## src/rtl/audio_pkg.sv

```systemverilog
// Shared types and constants for the I2S codec endpoint.
package audio_pkg;

  typedef enum logic [1:0] {
    IDLE,
    LEFT,
    RIGHT
  } state_t;

  localparam int DELAY_SLOT = 1;

endpackage

```

## src/rtl/pin_sync.sv

```systemverilog
// Reset-clearable multi-flop synchronizer for one asynchronous pin.
module pin_sync #(
  parameter int DEPTH = 2
) (
  input  logic clk,
  input  logic rst,
  input  logic d,
  output logic q
);

  logic [DEPTH-1:0] ff;

  always_ff @(posedge clk) begin
    if (rst) ff <= '0;
    else     ff <= (ff << 1) | DEPTH'(d);
  end

  assign q = ff[DEPTH-1];

endmodule

```

## src/rtl/i2s_codec_endpoint.sv

```systemverilog
// I2S slave endpoint: deserializes DACDAT frames, serializes ADCDAT frames.
// Optional short-half detection when AUD_FRAME_CHECK_EN is defined.
module i2s_codec_endpoint
  import audio_pkg::*;
#(
  parameter int DATA_W      = 16,
  parameter int SYNC_STAGES = 2
) (
  input  logic              iCLK,
  input  logic              iRST,
  input  logic              AUD_BCLK,
  input  logic              AUD_LRCK,
  input  logic              AUD_DACDAT,
  output logic              AUD_ADCDAT,
  output logic [DATA_W-1:0] rx_left,
  output logic [DATA_W-1:0] rx_right,
  output logic              rx_valid,
  input  logic [DATA_W-1:0] tx_left,
  input  logic [DATA_W-1:0] tx_right,
  input  logic              tx_valid,
  output logic              tx_ready,
  output logic              tx_underrun,
  output logic              frame_err
);

  localparam int CW = $clog2(DATA_W + 2);
  localparam logic [CW-1:0] FIRST = CW'(DELAY_SLOT);
  localparam logic [CW-1:0] LAST  = CW'(DELAY_SLOT + DATA_W - 1);
  localparam logic [CW-1:0] FULL  = CW'(DELAY_SLOT + DATA_W);
  localparam logic [CW-1:0] NBIT  = CW'(DATA_W);

  logic bclk_s, lrck_s, dat_s;
  logic bclk_d, lrck_d;

  pin_sync #(.DEPTH(SYNC_STAGES)) u_bclk (
    .clk(iCLK), .rst(iRST), .d(AUD_BCLK), .q(bclk_s));
  pin_sync #(.DEPTH(SYNC_STAGES)) u_lrck (
    .clk(iCLK), .rst(iRST), .d(AUD_LRCK), .q(lrck_s));
  pin_sync #(.DEPTH(SYNC_STAGES)) u_dat (
    .clk(iCLK), .rst(iRST), .d(AUD_DACDAT), .q(dat_s));

  state_t state, state_n;

  logic bclk_rise, bclk_fall;
  logic lrck_rise, lrck_fall, lrck_edge;
  logic active, load, xfer, capture, last_rise;
  logic left_bad;

  logic [CW-1:0]     rcnt, fcnt;
  logic [DATA_W-1:0] sh_l, sh_r;
  logic [DATA_W-1:0] tsh_l, tsh_r;
  logic [DATA_W-1:0] hold_l, hold_r;
  logic              hold_full;

  assign bclk_rise = bclk_s & ~bclk_d;
  assign bclk_fall = ~bclk_s & bclk_d;
  assign lrck_rise = lrck_s & ~lrck_d;
  assign lrck_fall = ~lrck_s & lrck_d;
  assign lrck_edge = lrck_rise | lrck_fall;
  assign active    = (state != IDLE);
  assign load      = active & lrck_fall;
  assign xfer      = tx_valid & ~hold_full;
  assign tx_ready  = ~hold_full;

  assign capture   = active & bclk_rise & ~lrck_edge
                   & (rcnt >= FIRST) & (rcnt <= LAST);
  assign last_rise = capture & (state == RIGHT) & (rcnt == LAST);

  always_ff @(posedge iCLK) begin
    if (iRST) state <= IDLE;
    else      state <= state_n;
  end

  always_comb begin
    state_n = state;
    unique case (state)
      IDLE:    if (lrck_fall) state_n = LEFT;
      LEFT:    if (lrck_rise) state_n = RIGHT;
      RIGHT:   if (lrck_fall) state_n = LEFT;
      default: state_n = IDLE;
    endcase
  end

  always_ff @(posedge iCLK) begin
    if (iRST) begin
      bclk_d      <= 1'b0;
      lrck_d      <= 1'b0;
      rcnt        <= '0;
      fcnt        <= '0;
      sh_l        <= '0;
      sh_r        <= '0;
      tsh_l       <= '0;
      tsh_r       <= '0;
      hold_l      <= '0;
      hold_r      <= '0;
      hold_full   <= 1'b0;
      rx_left     <= '0;
      rx_right    <= '0;
      rx_valid    <= 1'b0;
      tx_underrun <= 1'b0;
      AUD_ADCDAT  <= 1'b0;
    end else begin
      bclk_d      <= bclk_s;
      lrck_d      <= lrck_s;
      rx_valid    <= 1'b0;
      tx_underrun <= 1'b0;

      if (lrck_edge) rcnt <= '0;
      else if (active && bclk_rise && rcnt != FULL) rcnt <= rcnt + 1'b1;

      if (lrck_edge) fcnt <= '0;
      else if (active && bclk_fall && fcnt != NBIT) fcnt <= fcnt + 1'b1;

      if (capture) begin
        if (state == LEFT) sh_l <= {sh_l[DATA_W-2:0], dat_s};
        else               sh_r <= {sh_r[DATA_W-2:0], dat_s};
      end

      if (last_rise && !left_bad) begin
        rx_left  <= sh_l;
        rx_right <= {sh_r[DATA_W-2:0], dat_s};
        rx_valid <= 1'b1;
      end

      // A same-cycle offer lands in the buffer after the frame load empties it
      if (xfer) begin
        hold_l    <= tx_left;
        hold_r    <= tx_right;
        hold_full <= 1'b1;
      end else if (load) begin
        hold_full <= 1'b0;
      end

      if (load) begin
        if (hold_full) begin
          tsh_l <= hold_l;
          tsh_r <= hold_r;
        end else begin
          tsh_l       <= '0;
          tsh_r       <= '0;
          tx_underrun <= 1'b1;
        end
      end

      if (!active || lrck_edge) begin
        AUD_ADCDAT <= 1'b0;
      end else if (bclk_fall) begin
        if (fcnt < NBIT) begin
          if (state == LEFT) begin
            AUD_ADCDAT <= tsh_l[DATA_W-1];
            tsh_l      <= tsh_l << 1;
          end else begin
            AUD_ADCDAT <= tsh_r[DATA_W-1];
            tsh_r      <= tsh_r << 1;
          end
        end else begin
          AUD_ADCDAT <= 1'b0;
        end
      end
    end
  end

`ifdef AUD_FRAME_CHECK_EN
  logic short_end;
  assign short_end = active & lrck_edge & (rcnt < FULL);

  always_ff @(posedge iCLK) begin
    if (iRST) begin
      frame_err <= 1'b0;
      left_bad  <= 1'b0;
    end else begin
      frame_err <= short_end;
      if (lrck_rise && state == LEFT) left_bad <= (rcnt < FULL);
      else if (lrck_fall)             left_bad <= 1'b0;
    end
  end
`else
  assign frame_err = 1'b0;
  assign left_bad  = 1'b0;
`endif

endmodule

```

## config.mk

```make
export PLATFORM = sky130hd
export DESIGN_NAME = i2s_codec_endpoint
export DESIGN_NICKNAME = d
export VERILOG_FILES = /design/src/rtl/audio_pkg.sv /design/src/rtl/pin_sync.sv /design/src/rtl/i2s_codec_endpoint.sv
export SDC_FILE = /design/constraint.sdc
export NUM_CORES = 1
export LEC_CHECK = 0
export BUFFER_PORTS_ARGS = -buffer_cell sky130_fd_sc_hd__clkbuf_2
export CAP_MARGIN = 0
export CORE_MARGIN = 3
export CORE_UTILIZATION = 35
export DETAILED_ROUTE_END_ITERATION = 10
export GPL_TIMING_DRIVEN = 0
export PLACE_DENSITY_LB_ADDON = 0.25
export SYNTH_ARGS = -nofsm -noshare
export SYNTH_HDL_FRONTEND = slang
export SYNTH_SLANG_ARGS = --single-unit
```

## constraint.sdc

```tcl
create_clock -name iCLK -period 5.95 [get_ports iCLK]
set_clock_uncertainty 0.15 [all_clocks]
set_input_delay 0 -clock iCLK [delete_from_list [all_inputs] [get_ports iCLK]]
set_output_delay 0 -clock iCLK [all_outputs]
set_load 0.1 [all_outputs]
```

==> results of run 1 <==
logic make-up (layout without fill, tap and decap cells):
family,count (synthesis),in the layout,share of synthesized area (%)
and+or+nand+nor,270,270,22.5
DFF,151,151,50.4
AOI/OAI and AO/OA,150,150,14.3
buffers and inverters,69,215,4.65
muxes,34,34,5.67
adders and majority gates,7,7,1.46
xor gates and xnor gates,7,7,1.02
other,1,1,0.0625
flip-flops by register name, summed over array words and instances, names as in the netlist, 15 cells and up:
signal    cells
rx_left      16
sh_l         16
rx_right     16
hold_r       16
tsh_r        16
hold_l       16
sh_r         15
tsh_l        16
placed cells by master (no fill, tap or decap), types with 2 or more instances in the layout:
master           n
dfxtp_1        151
nand2_1         83
a21oi_1         83
clkbuf_2        73
clkbuf_1        53
nand3_1         51
nor2_1          45
dlygate4sd3_1   41
nand2b_1        34
mux2i_1         34
o21ai_0         32
and3_1          19
clkbuf_16       17
a211oi_1        16
a311oi_1        15
inv_1           12
nor2b_1         12
ha_1             7
nor3_1           6
nand4_1          5
xor2_1           4
buf_4            3
and2_1           3
xnor2_1          3
bufinv_16        3
clkinv_2         3
a22oi_1          2
or3_1            2
clkbuf_8         2
clkinvlp_4       2
clkinv_4         2
power groups by stage:
stage / clock (mW) / sequential, mW / combinational, mW
floorplan: 0 / 1.06 / 0.0616
global placement: 0 / 1.06 / 0.0952
CTS: 1.12 / 1.04 / 0.117
detailed placement: 0 / 1.06 / 0.0960
global route: 1.16 / 1.04 / 0.130
finish: 1.11 / 1.04 / 0.117
per-stage QoR:
| step | worst slack (ns) | instances | area (um2) | hold WS, ns |
|---|---|---|---|---|
| 4_1_cts | 3.48 | 1055 | 7660 | 0.150 |
| 3_3_place_gp | 3.56 | 982 | 6640 | 0.0751 |
| 2_1_floorplan | 3.80 | 689 | 6000 | -0.0218 |
| 5_1_grt | 3.32 | 1055 | 7660 | 0.220 |
| 6_report | 3.53 | 1055 | 7660 | 0.160 |
| 3_5_place_dp | 3.49 | 982 | 6640 | 0.0780 |
layout make-up:
type / count / share of cell area [%]
buffer: 57 / 3.05
inverter: 12 / 0.588
clock inverter: 11 / 1.91
multi-input combinational: 469 / 35.2
timing repair buffer: 114 / 10.1
tap: 220 / 3.59
sequential: 151 / 39.5
clock buffer: 21 / 6.01
routing by layer:
layer / up-vias / share of wire (%) / wire (um) / GRT usage, %
met5: - / 0 / 0 / 0
met4: 0 / 1.4 / 197 / 4.60
met3: 18 / 3.7 / 538 / 4.15
met2: 88 / 47 / 6810 / 25.7
met1: 2397 / 48 / 6860 / 21.1
li1: 2645 / - / - / -
how the worst max path moves through the flow:
stage,startpoint,to,slack (ns),cells past startpoint
3_5_place_dp,rcnt[0],sh_l[7],3.49,7
3_3_place_gp,rcnt[0],sh_l[9],3.56,7
2_1_floorplan,rcnt[0],sh_l[10],3.80,7
4_1_cts,rcnt[0],sh_l[7],3.48,7
6_report,rcnt[0],sh_l[7],3.53,7
5_1_grt,hold_full,hold_r[9],3.32,7
critical path, cell delays in order (launching register included):
cell     delay, ns
dfxtp_1       0.36
inv_1         0.07
ha_1          0.17
or3b_1        0.35
a22o_1        0.25
nor4_4        0.52
buf_6         0.26
mux2i_1       0.20
==> metrics.yaml, run 1 <==
synth:
  ys_ff_latch: 151
  synth.distinct_cells: 39
  synth_cells: 689
  yosys_warnings: 0
  synth_edf_count: 0
  avgSynthCellArea_um2: 8.71
  netlist_top_cells_area: "dfxtp_1 (50%), a21oi_1 (6.9%), mux2i_1 (5.7%)"
  yosysTopAreaCellShare_pct: 50.4
  synthFlopType: "dfxtp_1"
  synth_nets: 734
  ys_top_cells_by_count: "dfxtp_1 (151), a21oi_1 (83), nand2_1 (83), clkbuf_1 (51), nand3_1 (51)"
  synthArstFlopShare_pct: 0
  yosysMostFrequentCell: "dfxtp_1"
  synth-seq-area-share_pct: 50.4
  synth_top_area_cell: "dfxtp_1"
  syn-cell-area_um2: 6000
clocking:
  cts_resized: 0
  cts_hold_buf: 41
  cts_buffers: 17
  clkLatencyLatePin_ns: 0.42
  numClockSinks: 151
  root_buffer: "clkbuf_16"
  cts_tree: "built"
  htreeDepth: 4
  cts_max_path_buffers: 2
  cts_setup_buffers: 0
  clkTransAtPathRegs_ns: 0.06
finish:
  diodes: 0
  nFillCells: 1662
  final_util_pct: 45.9
  synthToLayoutAreaGrowth_pct: 27.6
  num-nets-final: 867
  seqCellArea_um2: 3020
  multi_input_area_um2: 2700
  drive_gt1_share_pct: 13.3
critical_path:
  worstSetupPathType: "register to register"
  reg2reg_slack_ns: 3.53
  critPathRequiredTime_ns: 6.14
  r2r_cells: 7
  worstSetupEndpointType: "register"
  r2r_start: "rcnt[0]"
  crit_arrival_ns: 2.61
  crit_fanout: 10
  crit_path_start_kind: "register"
  r2r-end: "sh_l[7]"
power:
  finalPower_mw: 2.26
  swShare_pct: 22.1
  seq_power_share_pct: 45.9
  switchingPower_uw: 499
  power_leakage_nw: 2.91
  pwr-share-clk_pct: 48.9
  p_per_area_nw_per_um2: 295
  internal-power_mw: 1.76
  pwr-share-comb_pct: 5.2
  ir_drop_mv: 0.191
die:
  core-area_um2: 16700
  dieArea_um2: 18800
  pin_count: 75
  die_y_um: 137
  start_util_pct: 35.9
  dieWidth_um: 137
  rows: 47
global_routing:
  track_usage_pct: 15.9
  overflow: 0
  grt_pass1_wl_um: 24100
  grt_pass1_vias: 4891
  grt_max_degree: 17
  grt_antenna_before_repair: 0
detailed_routing:
  drt_pass1_iterations: 4
  vias_per_cell: 4.88
  wl_per_cell_um: 13.7
  route.vias.total: 5148
  wirelength_um: 14400
  post-route-drc-count: 0
  drtAntennaViolNets: 0
  drtIter0Drc: 287
sta:
  tightest_slew_ns: 0.669
  drv_slew: 0
  finalHoldViolCount: 0
  period_needed_ns: 2.42
  max_clock_freq_mhz: 413
  slew-limit-headroom_pct: 55.0
  setup_violations: 0
  rsz0062_at_grt: "no"
  fin_crit_sh_pct: 40.7
  timing.setup.tns_ns: 0
min_path:
  hp-start: "tx_valid"
  min_path_type: "primary input to register"
  hold_depth: 5
  hold_end: "hold_r[14]"
place:
  dp_hpwl_um: 9750
  routabilityCongestion: 0.746
  portBuffers: 73
flow_run:
  maxCapViolCount: 0
status:
  status: "finished clean"
Power figures use the tool's default switching activity.
==> inputs of run 2 (changes only) <==
Settings changed: ABC_AREA from default to 1.
Clock period 5.95 ns to 2.2 ns, I/O delays scaled along.
==> metrics.yaml, run 2 <==
sta:
  tightest_slew_ns: 0.579  # was 0.669 ns
  finalHoldViolCount: 0  # unchanged
  slew-limit-headroom_pct: 61.4  # was 55.0%
  fin_crit_sh_pct: 88.8  # was 40.7%
  fin_ws_ns: 0.246  # was 3.53 ns
  drv_slew: 0  # unchanged
  max_clock_freq_mhz: 512  # was 413 MHz
  period_needed_ns: 1.95  # was 2.42 ns
  hold_ws_ns: 0.0261  # was 0.160 ns
  setup_violations: 0  # unchanged
  rsz0062_at_grt: "no"  # unchanged
  timing.setup.tns_ns: 0  # unchanged
finish:
  multi_input_area_um2: 2640  # was 2700 um2
  drive_gt1_share_pct: 13.3  # about the same
  synthToLayoutAreaGrowth_pct: 26.5  # was 27.6%
  nFillCells: 1784  # was 1662
  seqCellArea_um2: 3020  # unchanged
  diodes: 0  # unchanged
  finalInstanceArea_um2: 7950  # was 7660 um2
  final_cell_mix: "nor2_1 (163), nand2_1 (161), dfxtp_1 (151)"  # was dfxtp_1 (151), nand2_1 (83), a21oi_1 (83)
  num-nets-final: 1065  # was 867
  final_util_pct: 45.6  # was 45.9%
  layout_commonest_cell: "nor2_1"  # was dfxtp_1
synth:
  ys_top_cells_by_count: "nor2_1 (164), nand2_1 (161), dfxtp_1 (151), inv_1 (95), a21oi_1 (86)"  # was dfxtp_1 (151), a21oi_1 (83), nand2_1 (83), clkbuf_1 (51), nand3_1 (51)
  avgSynthCellArea_um2: 7.07  # was 8.71 um2
  synth_cells: 888  # was 689
  synth-seq-area-share_pct: 48.1  # was 50.4%
  synth_nets: 933  # was 734
  synth.distinct_cells: 27  # was 39
  yosys_warnings: 0  # unchanged
  yosysMostFrequentCell: "nor2_1"  # was dfxtp_1
  synth_edf_count: 0  # unchanged
  ys_ff_latch: 151  # unchanged
  synth_top_area_cell: "dfxtp_1"  # unchanged
  yosysTopAreaCellShare_pct: 48.1  # was 50.4%
  netlist_top_cells_area: "dfxtp_1 (48%), nor2_1 (9.8%), nand2_1 (9.6%)"  # was dfxtp_1 (50%), a21oi_1 (6.9%), mux2i_1 (5.7%)
  synthArstFlopShare_pct: 0  # unchanged
  syn-cell-area_um2: 6280  # was 6000 um2
  synthFlopType: "dfxtp_1"  # unchanged
detailed_routing:
  route.vias.total: 5646  # was 5148
  post-route-drc-count: 0  # unchanged
  wl_met3_um: 581  # was 538 um
  wl_met2_um: 6410  # was 6810 um
  drt_pass1_iterations: 4  # unchanged
  wl_per_cell_um: 11.4  # was 13.7 um
  vias_per_cell: 4.49  # was 4.88
  drtAntennaViolNets: 0  # unchanged
  drtIter0Drc: 300  # was 287
  drt-met1-wl_um: 7290  # was 6860 um
  wirelength_um: 14400  # about the same
  top_layer_used: "met4"  # unchanged
die:
  dieWidth_um: 140  # was 137 um
  dieArea_um2: 19600  # was 18800 um2
  die_y_um: 140  # was 137 um
  pin_count: 75  # unchanged
  rows: 48  # was 47
  start_util_pct: 36.1  # was 35.9%
  core-area_um2: 17400  # was 16700 um2
clocking:
  clkLatencyLatePin_ns: 0.42  # about the same
  cts_tree: "built"  # unchanged
  cts_buffers: 17  # unchanged
  clkTransAtPathRegs_ns: 0.06  # about the same
  root_buffer: "clkbuf_16"  # unchanged
  numClockSinks: 151  # unchanged
  htreeDepth: 4  # unchanged
  cts_max_path_buffers: 2  # unchanged
critical_path:
  worstSetupEndpointType: "register"  # unchanged
  crit_arrival_ns: 2.11  # was 2.61 ns
  crit_path_start_kind: "register"  # unchanged
  crit_fanout: 10  # unchanged
  worstSetupPathType: "register to register"  # unchanged
  critPathRequiredTime_ns: 2.35  # was 6.14 ns
place:
  portBuffers: 73  # unchanged
  dpl_worst_slack_ns: 0.195  # was 3.49 ns
  placed_area_um2: 6930  # was 6640 um2
  routabilityCongestion: 0.743  # was 0.746
  dp_hpwl_um: 10200  # was 9750 um
global_routing:
  overflow: 0  # unchanged
  track_usage_pct: 15.3  # was 15.9%
  grt_antenna_before_repair: 0  # unchanged
  grt_pass1_vias: 5428  # was 4891
  grt_max_degree: 17  # unchanged
  grt_pass1_wl_um: 25000  # was 24100 um
min_path:
  min_path_type: "primary input to register"  # unchanged
flow_run:
  maxCapViolCount: 0  # unchanged
status:
  status: "finished clean"  # unchanged
power:
  p_per_area_nw_per_um2: 773  # was 295 nW/um2
  power_leakage_nw: 3.52  # was 2.91 nW
  ir_drop_mv: 0.564  # was 0.191 mV
run 2: cell types whose count changed after synthesis, moves of 15 or more:
cell / previous run / this run
mux2i_1: 34 / 0
and3_1: 19 / 0
inv_1: 12 / 95
nand3_1: 51 / 74
clkbuf_1: 51 / 25
o21ai_0: 32 / 70
a211oi_1: 16 / 0
nor2_1: 45 / 164
a311oi_1: 15 / 0
buf_2: 1 / 17
nand2_1: 83 / 161
nand2b_1: 34 / 0
run 2: path summary, 6_finish.rpt:
check / start / endpoint / slack, ns / cells past startpoint
min reg2reg: u_bclk.ff[0] / u_bclk.ff[1] / 0.25 / 2
max reg2reg: u_lrck.ff[1] / tsh_r[14] / 0.25 / 9
min: iRST / u_lrck.ff[1] / 0.03 / 3
max: u_lrck.ff[1] / tsh_r[14] / 0.25 / 9
run 2: power breakdown:
| group | internal, mW | switching, mW | leakage (nW) |
|---|---|---|---|
| Clock | 1.84 | 1.12 | 0.292 |
| Sequential | 2.80 | 0.0321 | 1.23 |
| Combinational | 0.147 | 0.208 | 2.01 |
| Total | 4.78 | 1.36 | 3.52 |
run 2: cell type report:
class | count | share of cell area [%]
buffer | 55 | 3.38
clock buffer | 20 | 5.75
clock inverter | 12 | 1.89
inverter | 97 | 4.58
multi-input combinational | 585 | 33.2
sequential | 151 | 38.0
tap | 225 | 3.54
timing repair buffer | 113 | 9.63
run 2: repair_timing:
item	CTS	global route
setup buffers	0	0
hold buffers	40	0
gates resized for setup	0	2
setup endpoints to repair	0	1
hold endpoints to repair	48	0
run 2: cell families (layout without fill, tap and decap cells):
logic type               count (synthesis)  in the layout  share of synthesized area (%)
AND/OR/NAND/NOR                        412            412                           26.8
AO/OA/AOI/OAI                          161            161                           13.0
buffers and inverters                  152            297                           10.1
flip-flops                             151            151                           48.1
adder cells (fa/ha/maj)                  7              7                           1.39
XOR/XNOR                                 4              4                          0.558
other                                    1              1                         0.0597
run 2: routing by layer:
layer,vias up,track usage [%]
met5,-,0
met4,0,4.59
met3,6,3.62
met2,93,25.1
met1,2478,20.1
li1,3069,-
run 2: critical path, stage by stage (launching register included):
cell,delay (ns)
dfxtp_1,0.34
inv_1,0.07
ha_1,0.35
nand2_1,0.09
inv_1,0.04
nand2_1,0.17
inv_1,0.16
buf_2,0.22
a21oi_1,0.17
a21oi_1,0.08
run 2: per-stage QoR:
stage	total power [mW]	instances
floorplan	3.09	888
global route	6.39	1258
detailed placement	3.19	1186
global placement	3.18	1186
CTS	6.23	1258
finish	6.15	1258
